**config.mk**
```make
export PLATFORM = sky130hd
export DESIGN_NAME = bit_sel_window_ctrl_flat
export DESIGN_NICKNAME = d
export VERILOG_FILES = /design/src/rtl/bit_sel_window_ctrl_pkg.sv /design/src/rtl/bit_sel_window_ctrl_if.sv /design/src/rtl/bit_sel_window_ctrl.sv /design/src/flat_wrapper.sv
export SDC_FILE = /design/constraint.sdc
export NUM_CORES = 1
export LEC_CHECK = 0
export ABC_CLOCK_PERIOD_IN_PS = 3600
export BUFFER_PORTS_ARGS = -buffer_cell sky130_fd_sc_hd__clkbuf_2
export CAP_MARGIN = 20
export CORE_UTILIZATION = 57
export DETAILED_ROUTE_END_ITERATION = 6
export PLACE_DENSITY = 0.84
export SLEW_MARGIN = 5
export SYNTH_ARGS = -nofsm -noshare
export SYNTH_HDL_FRONTEND = slang
export SYNTH_SLANG_ARGS = --single-unit
```
**constraint.sdc**
```tcl
create_clock -name clk -period 3.6 [get_ports clk]
set_clock_uncertainty 0.1 [all_clocks]
set_input_delay 0.54 -clock clk [delete_from_list [all_inputs] [get_ports clk]]
set_output_delay 0.54 -clock clk [all_outputs]
set_load 0.02 [all_outputs]
```
**src/rtl/bit_sel_window_ctrl_pkg.sv**
```systemverilog
// Shared types and constants for the bit-select window controller.
// Holds the FSM state enum, window geometry and the offset-to-selector-command encoding.
package bit_sel_window_ctrl_pkg;

  typedef enum logic [1:0] {
    ST_IDLE  = 2'd0,
    ST_ISSUE = 2'd1,
    ST_DRAIN = 2'd2,
    ST_HOLD  = 2'd3
  } state_e;

  localparam int MAX_WIN        = 5;
  localparam int OUT_DATA_WIDTH = 4;
  localparam int RES_WIDTH      = MAX_WIN * OUT_DATA_WIDTH;

  // Offset 0 is the selector's pass-through command; offsets 1..4 set the MSB and carry s-1.
  function automatic logic [2:0] offset_to_cmd(input logic [2:0] s);
    if (s == 3'd0) return 3'b000;
    return {1'b1, 2'(s - 3'd1)};
  endfunction

endpackage

```
**src/rtl/bit_sel_window_ctrl_if.sv**
```systemverilog
// Request, selector-datapath and result signals of the window controller.
// The slave modport is the controller's view; master is the environment's view.
interface bit_sel_window_ctrl_if #(
  parameter int DATA_WIDTH     = 8,
  parameter int OUT_DATA_WIDTH = 4,
  parameter int COMMAND_WIDTH  = 3,
  parameter int RES_WIDTH      = 20
);
  logic                      i_req_valid;
  logic                      o_req_ready;
  logic [DATA_WIDTH-1:0]     i_req_data;
  logic [2:0]                i_req_start;
  logic [2:0]                i_req_num;
  logic                      o_dp_valid;
  logic [DATA_WIDTH-1:0]     o_dp_data;
  logic                      o_dp_en;
  logic [COMMAND_WIDTH-1:0]  o_dp_cmd;
  logic                      i_dp_valid;
  logic [OUT_DATA_WIDTH-1:0] i_dp_data;
  logic                      o_res_valid;
  logic                      i_res_ready;
  logic [RES_WIDTH-1:0]      o_res_data;
  logic [2:0]                o_res_cnt;
  logic                      o_res_err;

  modport slave (
    input  i_req_valid, i_req_data, i_req_start, i_req_num,
    input  i_dp_valid, i_dp_data, i_res_ready,
    output o_req_ready, o_dp_valid, o_dp_data, o_dp_en, o_dp_cmd,
    output o_res_valid, o_res_data, o_res_cnt, o_res_err
  );

  modport master (
    output i_req_valid, i_req_data, i_req_start, i_req_num,
    output i_dp_valid, i_dp_data, i_res_ready,
    input  o_req_ready, o_dp_valid, o_dp_data, o_dp_en, o_dp_cmd,
    input  o_res_valid, o_res_data, o_res_cnt, o_res_err
  );
endinterface

```
**src/rtl/bit_sel_window_ctrl.sv**
```systemverilog
// Sequences an external 1-cycle bit selector over consecutive offsets of a latched word
// and packs the returned nibbles into one result held until consumed.
//
// state    | meaning
// ST_IDLE  | ready for a request
// ST_ISSUE | one selector command per cycle, offsets start..start+N-1
// ST_DRAIN | one cycle to catch the last selector return
// ST_HOLD  | result presented until i_res_ready
module bit_sel_window_ctrl #(
  parameter int DATA_WIDTH     = 8,
  parameter int OUT_DATA_WIDTH = bit_sel_window_ctrl_pkg::OUT_DATA_WIDTH,
  parameter int COMMAND_WIDTH  = 3,
  parameter int MAX_WIN        = bit_sel_window_ctrl_pkg::MAX_WIN
) (
  input logic clk,
  input logic rst_n,
  bit_sel_window_ctrl_if.slave bus
);
  import bit_sel_window_ctrl_pkg::*;

  localparam int RES_W = MAX_WIN * OUT_DATA_WIDTH;

  state_e                   state_q, state_d;
  logic [DATA_WIDTH-1:0]    word_q, word_d;
  logic [2:0]               start_q, start_d;
  logic [2:0]               num_q, num_d;
  logic [2:0]               k_q, k_d;
  logic [2:0]               cap_q, cap_d;
  logic                     req_ready_q, req_ready_d;
  logic                     dp_valid_q, dp_valid_d;
  logic [COMMAND_WIDTH-1:0] dp_cmd_q, dp_cmd_d;
  logic                     res_valid_q, res_valid_d;
  logic [RES_W-1:0]         res_data_q, res_data_d;
  logic [2:0]               res_cnt_q, res_cnt_d;
  logic                     res_err_q, res_err_d;
  logic [2:0]               avail;
  logic                     capture;

  assign avail   = 3'(MAX_WIN) - bus.i_req_start;
  assign capture = bus.i_dp_valid && (state_q == ST_ISSUE || state_q == ST_DRAIN);

  always_comb begin
    state_d     = state_q;
    word_d      = word_q;
    start_d     = start_q;
    num_d       = num_q;
    k_d         = k_q;
    cap_d       = cap_q;
    req_ready_d = 1'b0;
    dp_valid_d  = 1'b0;
    dp_cmd_d    = '0;
    res_valid_d = 1'b0;
    res_data_d  = res_data_q;
    res_cnt_d   = res_cnt_q;
    res_err_d   = res_err_q;

    // Extra returns beyond the result width still count, so the mismatch flags an error.
    if (capture) begin
      if (cap_q < 3'(MAX_WIN))
        res_data_d[OUT_DATA_WIDTH*cap_q +: OUT_DATA_WIDTH] = bus.i_dp_data;
      if (cap_q != 3'd7) cap_d = cap_q + 3'd1;
    end

    case (state_q)
      ST_IDLE: begin
        req_ready_d = 1'b1;
        if (bus.i_req_valid && req_ready_q) begin
          req_ready_d = 1'b0;
          word_d      = bus.i_req_data;
          start_d     = bus.i_req_start;
          k_d         = 3'd0;
          cap_d       = 3'd0;
          res_data_d  = '0;
          if (bus.i_req_start > 3'(MAX_WIN - 1) || bus.i_req_num == 3'd0) begin
            state_d     = ST_HOLD;
            num_d       = 3'd0;
            res_valid_d = 1'b1;
            res_cnt_d   = 3'd0;
            res_err_d   = 1'b1;
          end else begin
            state_d    = ST_ISSUE;
            num_d      = (bus.i_req_num < avail) ? bus.i_req_num : avail;
            dp_valid_d = 1'b1;
            dp_cmd_d   = offset_to_cmd(bus.i_req_start);
          end
        end
      end
      ST_ISSUE: begin
        if (k_q == num_q - 3'd1) begin
          state_d = ST_DRAIN;
        end else begin
          k_d        = k_q + 3'd1;
          dp_valid_d = 1'b1;
          dp_cmd_d   = offset_to_cmd(3'(start_q + k_q + 3'd1));
        end
      end
      ST_DRAIN: begin
        state_d     = ST_HOLD;
        res_valid_d = 1'b1;
        res_cnt_d   = num_q;
        res_err_d   = (cap_d != num_q);
      end
      ST_HOLD: begin
        if (bus.i_res_ready) begin
          state_d     = ST_IDLE;
          req_ready_d = 1'b1;
          res_data_d  = '0;
          res_cnt_d   = 3'd0;
          res_err_d   = 1'b0;
        end else begin
          res_valid_d = 1'b1;
        end
      end
      default: state_d = ST_IDLE;
    endcase
  end

  always_ff @(posedge clk) begin
    if (!rst_n) begin
      state_q     <= ST_IDLE;
      word_q      <= '0;
      start_q     <= '0;
      num_q       <= '0;
      k_q         <= '0;
      cap_q       <= '0;
      req_ready_q <= 1'b0;
      dp_valid_q  <= 1'b0;
      dp_cmd_q    <= '0;
      res_valid_q <= 1'b0;
      res_data_q  <= '0;
      res_cnt_q   <= '0;
      res_err_q   <= 1'b0;
    end else begin
      state_q     <= state_d;
      word_q      <= word_d;
      start_q     <= start_d;
      num_q       <= num_d;
      k_q         <= k_d;
      cap_q       <= cap_d;
      req_ready_q <= req_ready_d;
      dp_valid_q  <= dp_valid_d;
      dp_cmd_q    <= dp_cmd_d;
      res_valid_q <= res_valid_d;
      res_data_q  <= res_data_d;
      res_cnt_q   <= res_cnt_d;
      res_err_q   <= res_err_d;
    end
  end

  assign bus.o_req_ready = req_ready_q;
  assign bus.o_dp_valid  = dp_valid_q;
  assign bus.o_dp_en     = dp_valid_q;
  assign bus.o_dp_cmd    = dp_cmd_q;
  assign bus.o_dp_data   = word_q;
  assign bus.o_res_valid = res_valid_q;
  assign bus.o_res_data  = res_data_q;
  assign bus.o_res_cnt   = res_cnt_q;
  assign bus.o_res_err   = res_err_q;

endmodule

```
**src/flat_wrapper.sv**
```systemverilog
// flat-port wrapper written by rule: the top's interface ports become plain ports
module bit_sel_window_ctrl_flat import bit_sel_window_ctrl_pkg::*;
#(
  parameter int DATA_WIDTH     = 8,
  parameter int OUT_DATA_WIDTH = bit_sel_window_ctrl_pkg::OUT_DATA_WIDTH,
  parameter int COMMAND_WIDTH  = 3,
  parameter int MAX_WIN        = bit_sel_window_ctrl_pkg::MAX_WIN
)
  (clk, rst_n, bus_i_req_valid, bus_i_req_data, bus_i_req_start, bus_i_req_num, bus_i_dp_valid, bus_i_dp_data, bus_i_res_ready, bus_o_req_ready, bus_o_dp_valid, bus_o_dp_data, bus_o_dp_en, bus_o_dp_cmd, bus_o_res_valid, bus_o_res_data, bus_o_res_cnt, bus_o_res_err);
  bit_sel_window_ctrl_if #(.DATA_WIDTH(DATA_WIDTH), .OUT_DATA_WIDTH(OUT_DATA_WIDTH), .COMMAND_WIDTH(COMMAND_WIDTH)) bus_i ();
  input logic clk;
  input logic rst_n;
  input wire logic [$bits(bus_i.i_req_valid)-1:0] bus_i_req_valid;
  input wire logic [$bits(bus_i.i_req_data)-1:0] bus_i_req_data;
  input wire logic [$bits(bus_i.i_req_start)-1:0] bus_i_req_start;
  input wire logic [$bits(bus_i.i_req_num)-1:0] bus_i_req_num;
  input wire logic [$bits(bus_i.i_dp_valid)-1:0] bus_i_dp_valid;
  input wire logic [$bits(bus_i.i_dp_data)-1:0] bus_i_dp_data;
  input wire logic [$bits(bus_i.i_res_ready)-1:0] bus_i_res_ready;
  output wire logic [$bits(bus_i.o_req_ready)-1:0] bus_o_req_ready;
  output wire logic [$bits(bus_i.o_dp_valid)-1:0] bus_o_dp_valid;
  output wire logic [$bits(bus_i.o_dp_data)-1:0] bus_o_dp_data;
  output wire logic [$bits(bus_i.o_dp_en)-1:0] bus_o_dp_en;
  output wire logic [$bits(bus_i.o_dp_cmd)-1:0] bus_o_dp_cmd;
  output wire logic [$bits(bus_i.o_res_valid)-1:0] bus_o_res_valid;
  output wire logic [$bits(bus_i.o_res_data)-1:0] bus_o_res_data;
  output wire logic [$bits(bus_i.o_res_cnt)-1:0] bus_o_res_cnt;
  output wire logic [$bits(bus_i.o_res_err)-1:0] bus_o_res_err;
  assign bus_i.i_req_valid = bus_i_req_valid;
  assign bus_i.i_req_data = bus_i_req_data;
  assign bus_i.i_req_start = bus_i_req_start;
  assign bus_i.i_req_num = bus_i_req_num;
  assign bus_i.i_dp_valid = bus_i_dp_valid;
  assign bus_i.i_dp_data = bus_i_dp_data;
  assign bus_i.i_res_ready = bus_i_res_ready;
  assign bus_o_req_ready = bus_i.o_req_ready;
  assign bus_o_dp_valid = bus_i.o_dp_valid;
  assign bus_o_dp_data = bus_i.o_dp_data;
  assign bus_o_dp_en = bus_i.o_dp_en;
  assign bus_o_dp_cmd = bus_i.o_dp_cmd;
  assign bus_o_res_valid = bus_i.o_res_valid;
  assign bus_o_res_data = bus_i.o_res_data;
  assign bus_o_res_cnt = bus_i.o_res_cnt;
  assign bus_o_res_err = bus_i.o_res_err;
  bit_sel_window_ctrl #(.DATA_WIDTH(DATA_WIDTH), .OUT_DATA_WIDTH(OUT_DATA_WIDTH), .COMMAND_WIDTH(COMMAND_WIDTH), .MAX_WIN(MAX_WIN)) u_core (.clk(clk), .rst_n(rst_n), .bus(bus_i));
endmodule
```
Yosys cells after proc, flatten, opt, wreduce, memory -nomap -nowiden
Cells that the tools add are included.

word-level totals
  bits in registers = 52
  input bits = 23
  output and inout port bits = 39
  word-level logic and storage cells = 106

cells by class
  add/subtract/negate cells = 9
  magnitude comparators = 3
  equality and inequality tests = 11
  shift-type cells = 2
  mux-type cells = 54
  reductions and logical operators = 14

operators with widths
  cell                                                                      number
  20-bit 2-to-1 mux                                                         4
  3-bit 2-to-1 mux                                                          18
  20-bit case mux with 2 select lines                                       1
  5-bit negation with 34-bit output                                         1
  4-bit by 34-bit variable shift with 20-bit output (first input constant)  1
  4-bit by 34-bit variable part select with 20-bit output                   1
  20-bit bitwise mux                                                        1
  1-bit 2-to-1 mux                                                          18
  3-bit case mux with 2 select lines                                        2
  3-bit by 1-bit adder with 3-bit output (second input constant)            3
  3-bit zero test                                                           3
  3-bit case mux with 3 select lines                                        1
  2-bit 2-to-1 mux                                                          4
  2-bit case mux with 4 select lines                                        1
  2-bit != test (second input constant)                                     3
  1-bit case mux with 3 select lines                                        2
  3-bit AND reduction                                                       2
  2-bit equality test (second input constant)                               2
  2-bit by 1-bit != test with 1-bit output (second input constant)          2
  1-bit case mux with 2 select lines                                        2
  4-bit AND reduction                                                       1
  2-bit by 1-bit subtractor with 2-bit output (second input constant)       2
  3-bit adder                                                               1
  3-bit equality test                                                       1
  14 further kinds                                                          16

Logic depth before layout (Yosys ltp)
Gate-level depths: netlist (run 1).

  depth after elaboration = 9
  depth in mapped cells = 10
  depth with buffers taken out = 9

Worst setup path before layout (run 1)
Ideal clock, no wire load.

  kind = reg-to-reg
  start point = register u_core.cap_q[0]
  end point = register u_core.res_data_q[4], in the netlist u_core.bus.o_res_data[4]
  library setup time = 0.128 ns
  arrival time = 2.068 ns
  data required time = 3.372 ns
  slack = 1.304 ns
  cell stages (with the launch flop) = 11
  path buffers = 2
  period minus slack after synthesis = 2.296 ns
  cell sequence = dfxtp_1 -> buf_2 -> inv_1 -> ha_1 -> ha_1 -> nor2b_1 -> and3_1 -> and4_1 -> clkbuf_1 -> mux2i_1 -> nor2_1

on the way
  cells in the longest elaborated chain, start to end = 7
  elaborated cells on any way between the ends = 10
  classes of those cells = add/sub (1); order compare (1); shift (2); mux (6)

ends and longest elaborated chain
  item                                                                                                                          RTL line                                               source
  start, declared                                                                                                               bit_sel_window_ctrl.sv:28                              logic [2:0] cap_q, cap_d;
  start signal, assigned                                                                                                        bit_sel_window_ctrl.sv:139                             cap_q <= cap_d;
  5-bit negation with 34-bit output                                                                                             bit_sel_window_ctrl.sv:60                              res_data_d[OUT_DATA_WIDTH*cap_q +: OUT_DATA_WIDTH] = bus.i_dp_data;
  4-bit by 34-bit variable part select with 20-bit output or 4-bit by 34-bit variable shift with 20-bit output (tied branches)  bit_sel_window_ctrl.sv:60
  20-bit bitwise mux                                                                                                            bit_sel_window_ctrl.sv:60
  20-bit 2-to-1 mux *                                                                                                           bit_sel_window_ctrl.sv:59                              if (cap_q < 3'(MAX_WIN))
  20-bit 2-to-1 mux *                                                                                                           bit_sel_window_ctrl.sv:58                              if (capture) begin
  20-bit 2-to-1 mux, on equally long branches                                                                                   bit_sel_window_ctrl.sv:104, bit_sel_window_ctrl.sv:67
  20-bit case mux with 2 select lines *                                                                                         bit_sel_window_ctrl.sv:64                              case (state_q)
  end signal, assigned                                                                                                          bit_sel_window_ctrl.sv:144                             res_data_q <= res_data_d;
  end, declared                                                                                                                 bit_sel_window_ctrl.sv:33                              logic [RES_W-1:0] res_data_q, res_data_d;

Mark *: on every way between the ends. The rest lies on a longest branch, timed or not.
A chain may end at the register's enable or synchronous reset.

Worst setup path after layout (run 1)
  start point = register u_core.cap_q[0]
  end point = register u_core.res_data_q[3], in the netlist u_core.bus.o_res_data[3]

Same word-level chain as after synthesis.

==> flow_metrics.tcl, run 1 <==
set metrics [dict create \
    outcome "complete, no violations" \
    worstMarginPinSlew_ns 0.6909 \
    start_util 0.5908 \
    mostFrequentLayoutCells "clkbuf_2, dfxtp_1, nand2_1" \
    nFillCells 354 \
    cts_htree_levels 2 \
    grt_usage 0.2273 \
    clk_path_buf_depth 2 \
    synth_nets 334 \
    ff2ff_setup_slack_ns 0.90 \
    area_growth_pct 15.81 \
    min_from "bus_i_req_data[5]" \
    hold_depth 3 \
    pin_count 62 \
    fin_nets 390 \
    die_area_sq_um 4786 \
    drt_iter0_markers 93 \
    cp.required_ns 3.74 \
    whs_ns 0.3562 \
    fin_crit_sh 0.7507 \
    ys_warn_count 0 \
    drv_slew 0 \
    rows 24 \
    ys_seq_area_frac 0.4047 \
    leakage_uw 0.001255 \
    finalWirelength_mm 5.370 \
    numPortBuffers 61 \
    setup-violations-final 0 \
    synth_area_sq_um 2572 \
    worstRegToRegCells 6 \
    gp_congestion 0.7844 \
    cts_resized 0 \
    ys_async_sr_fraction 0 \
    hold_end "u_core.bus.o_dp_data[5]" \
    cts_sinks 52 \
    antenna_cells 0 \
    antenna_found_initial 0 \
    yosys-top-cells-area "dfxtp_1, ha_1, nand2_1" \
    synthFlopType "dfxtp_1" \
    place_hpwl_mm 3.906 \
    synthDistinctLibCells 47 \
    synth_edf_count 0 \
    ir_drop_uv 357.0 \
    holdCritPathClass "input port to flop" \
    wl_per_cell_um 13.29 \
    reg2reg_from "u_core.cap_q[0]" \
    vias_per_cell 5.443 \
    max_freq_ghz 0.3700 \
    clock_latency_ns 0.30 \
    timing.rr.end "u_core.bus.o_res_data[3]" \
    fin_crit_ns 2.702 \
    cts_root_buf "clkbuf_8" \
    grt_pass1_vias 2046 \
    power_density_nw_per_um2 592.8 \
    ys_ff_latch 52 \
    path_clk_slew_ns 0.09 \
    cts_buffers 5 \
    dr.pass1.iters 5 \
    end_kind "flop" \
    grt.overflow.total 0 \
    syn_avg_cell_area_sq_um 8.720 \
    die_h_um 69.18 \
    die_x_um 69.18 \
    drive_above_1_share 0.2216 \
    drc 0 \
    core_area_sq_um 4354 \
    vias 2199 \
    hold_viol 0 \
    path_class "flop to flop" \
    postCtsSetupRepairBufs 0 \
    rsz0062_at_grt "false" \
    syn_inst 295 \
    tritoncts "built" \
    grt_max_degree 34 \
    startpoint_type "flop" \
    max_cap_viol_count 0 \
    cp_max_fo 9 \
    synth_top_area_share 0.4047 \
    ant_nets 0 \
    relSlewSlack 0.5381 \
    ctsHoldBuffers 0 \
    synth_top_area_cell "dfxtp_1" \
    fin_tns_setup_ns 0 \
    final_common_cell "clkbuf_2" \
    crit_arrival_ns 2.84 \
    grt_pass1_wl_mm 9.018 \
    total_power_uw 1766 \
]
-- cell usage after synthesis, types with 2 or more instances --
master and count:
nor3_4 2, nand2b_1 6, o21ai_0 13, o22ai_1 2, a31oi_1 2, and3_1 3
or2_2 3, and2_1 4, xnor3_1 2, xor2_1 4, a21boi_0 14, mux2i_1 14
dfxtp_1 52, buf_4 2, xnor2_1 4, or3_1 3, nand3_1 14, nand2_1 44
o31ai_1 2, inv_1 17, nand4_1 4, ha_1 15, a21oi_1 15, clkbuf_1 9
nor2_1 23
-- where the power goes --
group / leakage, uW / switching, uW / internal (uW)
Combinational: 0.000789 / 463 / 261
Sequential: 0.000421 / 55.0 / 643
Clock: 0.0000445 / 187 / 156
-- stage by stage --
step / setup slack [ns] / std cells / instance area (sq um) / utilization
floorplan: 1.304 / 295 / 2572 / -
global placement: 1.106 / 396 / 2885 / 0.6626
detailed placement: 0.9062 / 396 / 2885 / 0.6626
CTS: 0.8817 / 404 / 2979 / 0.6842
global route: 0.7113 / 404 / 2979 / 0.6842
finish: 0.8976 / 404 / 2979 / 0.6842
-- critical path, stage by stage (launching register included) --
cell and delay, ns:
dfxtp_1 0.54, inv_1 0.21, ha_1 0.49, nor4b_1 0.40
nand4_1 0.32, or3_1 0.44, a21oi_1 0.14
-- cell type report --
cell class	count	area (sq um)	share of cell area
Tap cell	52	65.06	0.02184
Sequential cell	52	1041	0.3494
Inverter	17	63.81	0.02142
Timing Repair Buffer	62	312.8	0.1050
Clock inverter	1	7.507	0.002520
Clock buffer	7	86.33	0.02898
Multi-Input combinational cell	213	1403	0.4708
-- flip-flops by register name, indices dropped and copies added, names as in the netlist --
register and count:
u_core.bus.o_res_data 20, u_core.bus.o_dp_data 8, u_core.bus.o_dp_cmd 3, u_core.bus.o_res_cnt 3, u_core.cap_q 3, u_core.k_q 3
u_core.num_q 3, u_core.start_q 3, u_core.state_q 2, u_core.bus.o_dp_en 1, u_core.bus.o_req_ready 1, u_core.bus.o_res_err 1
u_core.bus.o_res_valid 1
-- kinds of logic (layout without fill, tap and decap cells) --
group,after synthesis,after routing,synth area share
muxes,14,14,0.05447
buffers and inverters,30,87,0.05009
AOI/OAI and AO/OA,59,59,0.1488
xor gates and xnor gates,10,10,0.04474
and+or+nand+nor,114,114,0.2164
DFF,52,52,0.4047
adders and majority gates,16,16,0.08074
-- worst max path at each step --
stage / startpoint / to / slack [ns] / depth (start not counted)
floorplan: u_core.cap_q[0] / u_core.bus.o_res_data[4] / 1.30 / 10
global placement: u_core.cap_q[0] / u_core.bus.o_res_data[3] / 1.11 / 6
detailed placement: u_core.cap_q[0] / u_core.bus.o_res_data[3] / 0.91 / 6
CTS: u_core.cap_q[0] / u_core.bus.o_res_data[3] / 0.88 / 6
global route: u_core.cap_q[0] / u_core.bus.o_res_data[3] / 0.71 / 6
finish: u_core.cap_q[0] / u_core.bus.o_res_data[3] / 0.90 / 6
-- layer usage --
metal  up-vias  share of wire  global-route usage  wire, um
met5         -              0                   0         0
met4         0          0.014             0.08163        73
met3         6          0.031             0.04506       167
met2        45           0.51              0.4035      2732
met1      1025           0.45              0.2709      2396
li1       1123              -                   -         -
Note: power is estimated with default switching activity, not from simulation.
==> inputs of run 2 (changes only) <==
--- a/config.mk
+++ b/config.mk
@@ -5,12 +5,13 @@
 export SDC_FILE = /design/constraint.sdc
 export NUM_CORES = 1
 export LEC_CHECK = 0
-export ABC_CLOCK_PERIOD_IN_PS = 3600
+export ABC_AREA = 1
+export ABC_CLOCK_PERIOD_IN_PS = 2800
 export BUFFER_PORTS_ARGS = -buffer_cell sky130_fd_sc_hd__clkbuf_2
 export CAP_MARGIN = 20
-export CORE_UTILIZATION = 57
+export CORE_UTILIZATION = 53
 export DETAILED_ROUTE_END_ITERATION = 6
-export PLACE_DENSITY = 0.84
+export PLACE_DENSITY = 0.79
 export SLEW_MARGIN = 5
 export SYNTH_ARGS = -nofsm -noshare
 export SYNTH_HDL_FRONTEND = slang
==> constraint.sdc (replaced) <==
create_clock -name clk -period 2.8 [get_ports clk]
set_clock_uncertainty 0.1 [all_clocks]
set_input_delay 0.42 -clock clk [delete_from_list [all_inputs] [get_ports clk]]
set_output_delay 0.42 -clock clk [all_outputs]
set_load 0.02 [all_outputs]
==> flow_metrics.tcl, run 2 <==
set metrics [dict create \
    synthDistinctLibCells 31 \
    worstRegToRegCells 7 \
    end_kind "flop" \
    hold_viol 0 \
    max_freq_ghz 0.4588 \
    reg2reg_from "u_core.cap_q[0]" \
    ys_top_cells_by_count "nand2_1, nor2_1, dfxtp_1" \
    drt_iter0_markers 153 \
    wl_per_cell_um 11.66 \
    postCtsSetupRepairBufs 0 \
    holdCritPathClass "input port to flop" \
    pre_cts_ws_ns 0.6618 \
    pin_count 62 \
    switchingPower_uw 930.0 \
    syn_avg_cell_area_sq_um 7.293 \
    ys_ff_latch 52 \
    core_area_sq_um 4504 \
    dpl_cell_area_sq_um 2910 \
    fin_area_sq_um 3002 \
    crit_arrival_ns 2.29 \
    rsz0062_at_grt "false" \
    clk_path_buf_depth 2 \
    antenna_found_initial 0 \
    grt.overflow.total 0 \
    drc 0 \
    power_density_nw_per_um2 756.9 \
    die_h_um 71.50 \
    dr.pass1.iters 5 \
    synth_top_area_share 0.4066 \
    die_area_sq_um 5112 \
    clock_latency_ns 0.31 \
    fin_tns_setup_ns 0 \
    synthFlopType "dfxtp_1" \
    fin_nets 452 \
    cts_sinks 52 \
    ir_drop_uv 357.3 \
    ctsHoldBuffers 0 \
    clkPwrFrac 0.195 \
    vias 2429 \
    ys_seq_area_frac 0.4066 \
    grt_usage 0.2292 \
    hold_end "u_core.bus.o_dp_data[2]" \
    leakage_uw 0.001419 \
    cp.required_ns 2.92 \
    synth_edf_count 0 \
    ys_async_sr_fraction 0 \
    wl_met1_mm 2.703 \
    grt_pass1_vias 2163 \
    timing.rr.end "u_core.bus.o_res_data[19]" \
    start_util 0.5683 \
    relSlewSlack 0.5302 \
    drive_above_1_share 0.2029 \
    startpoint_type "flop" \
    switching_share 0.4093 \
    path_class "flop to flop" \
    outcome "complete, no violations" \
    wl_met3_um 293 \
    yosys-top-cells-area "dfxtp_1, nand2_1, nor2_1" \
    power_frac_comb 0.402 \
    rows 24 \
    finalWirelength_mm 5.435 \
    setup_slack_ns 0.6205 \
    cts_root_buf "clkbuf_8" \
    cp_max_fo 10 \
    grt_max_degree 20 \
    area_growth_pct 17.25 \
    largest_reg_flops 20 \
    vias_per_cell 5.212 \
    synth_nets 390 \
    drv_slew 0 \
    tritoncts "built" \
    die_x_um 71.50 \
    max_cap_viol_count 0 \
    cts_resized 0 \
    ant_nets 0 \
    antenna_cells 0 \
    synth_area_sq_um 2560 \
    numPortBuffers 61 \
    cts_htree_levels 2 \
    synth_top_area_cell "dfxtp_1" \
    top_layer "met4" \
    hold_depth 3 \
    fin_crit_sh 0.7784 \
    intPower_uw 1342 \
    grt_pass1_wl_mm 9.266 \
    met2_length_mm 2.360 \
    gp_congestion 0.8454 \
    min_from "bus_i_req_data[2]" \
    ys_warn_count 0 \
    cts_buffers 5 \
    place_hpwl_mm 4.077 \
    seq_power_share 0.404 \
    synth.most_common_cell "nand2_1" \
    fin_crit_ns 2.179 \
    setup-violations-final 0 \
    syn_inst 351 \
    mostFrequentLayoutCells "nand2_1, clkbuf_2, nor2_1" \
    ff2ff_setup_slack_ns 0.62 \
    path_clk_slew_ns 0.10 \
    worstMarginPinSlew_ns 0.7009 \
]
-- run 2: logic make-up (layout without fill, tap and decap cells) --
logic type,Yosys count,count (layout),share of synthesized area
flip-flops,52,52,0.4066
AND/OR/NAND/NOR,150,150,0.2566
buffers and inverters,48,111,0.07233
adder cells (fa/ha/maj),16,16,0.08113
AO/OA/AOI/OAI,79,79,0.1628
XOR/XNOR,6,6,0.02053
-- run 2: critical path, cell delays in order (launching register included) --
cell and delay, ns:
dfxtp_1 0.42, inv_2 0.11, ha_1 0.23, ha_1 0.23
nor3_2 0.61, nand2_2 0.14, o21ai_0 0.19, nor2_1 0.06
-- run 2: routing by layer --
| layer | global-route usage | vias to the layer above |
|---|---|---|
| li1 | - | 1274 |
| met3 | 0.04782 | 7 |
| met1 | 0.3099 | 1072 |
| met2 | 0.3672 | 76 |
| met4 | 0.07843 | 0 |
| met5 | 0 | - |
-- run 2: power by group through the flow --
| stage | registers (uW) | logic [uW] | clock network [uW] |
|---|---|---|---|
| floorplan | 1020 | 606 | 0 |
| global placement | 928 | 893 | 0 |
| detailed placement | 933 | 912 | 0 |
| CTS | 917 | 916 | 457 |
| global route | 931 | 1040 | 484 |
| finish | 917 | 913 | 442 |
-- run 2: worst max path at each step --
stage                     from  slack (ns)                         to
2_1_floorplan  u_core.cap_q[0]        0.92   u_core.bus.o_res_data[4]
4_1_cts        u_core.cap_q[0]        0.64  u_core.bus.o_res_data[19]
3_5_place_dp   u_core.cap_q[0]        0.66   u_core.bus.o_res_data[8]
6_report       u_core.cap_q[0]        0.62  u_core.bus.o_res_data[19]
3_3_place_gp   u_core.cap_q[0]        0.76   u_core.bus.o_res_data[8]
5_1_grt        u_core.cap_q[0]        0.47   u_core.bus.o_res_data[8]
-- run 2: cell type report --
cell class,count,area [sq um]
clock buffer,5,68.82
clock inverter,3,22.52
fill,402,1503
inverter,40,150.1
multi-input combinational,251,1334
sequential,52,1041
tap,52,65.06
timing repair buffer,63,320.3
-- run 2: through the flow --
step / instances / util / hold WS, ns / power, uW
finish: 466 / 0.6664 / 0.2241 / 2272
CTS: 466 / 0.6664 / 0.2170 / 2290
global route: 466 / 0.6664 / 0.2295 / 2460
detailed placement: 458 / 0.6461 / 0.3560 / 1846
global placement: 458 / 0.6461 / 0.3553 / 1821
floorplan: 351 / - / 0.3702 / 1623
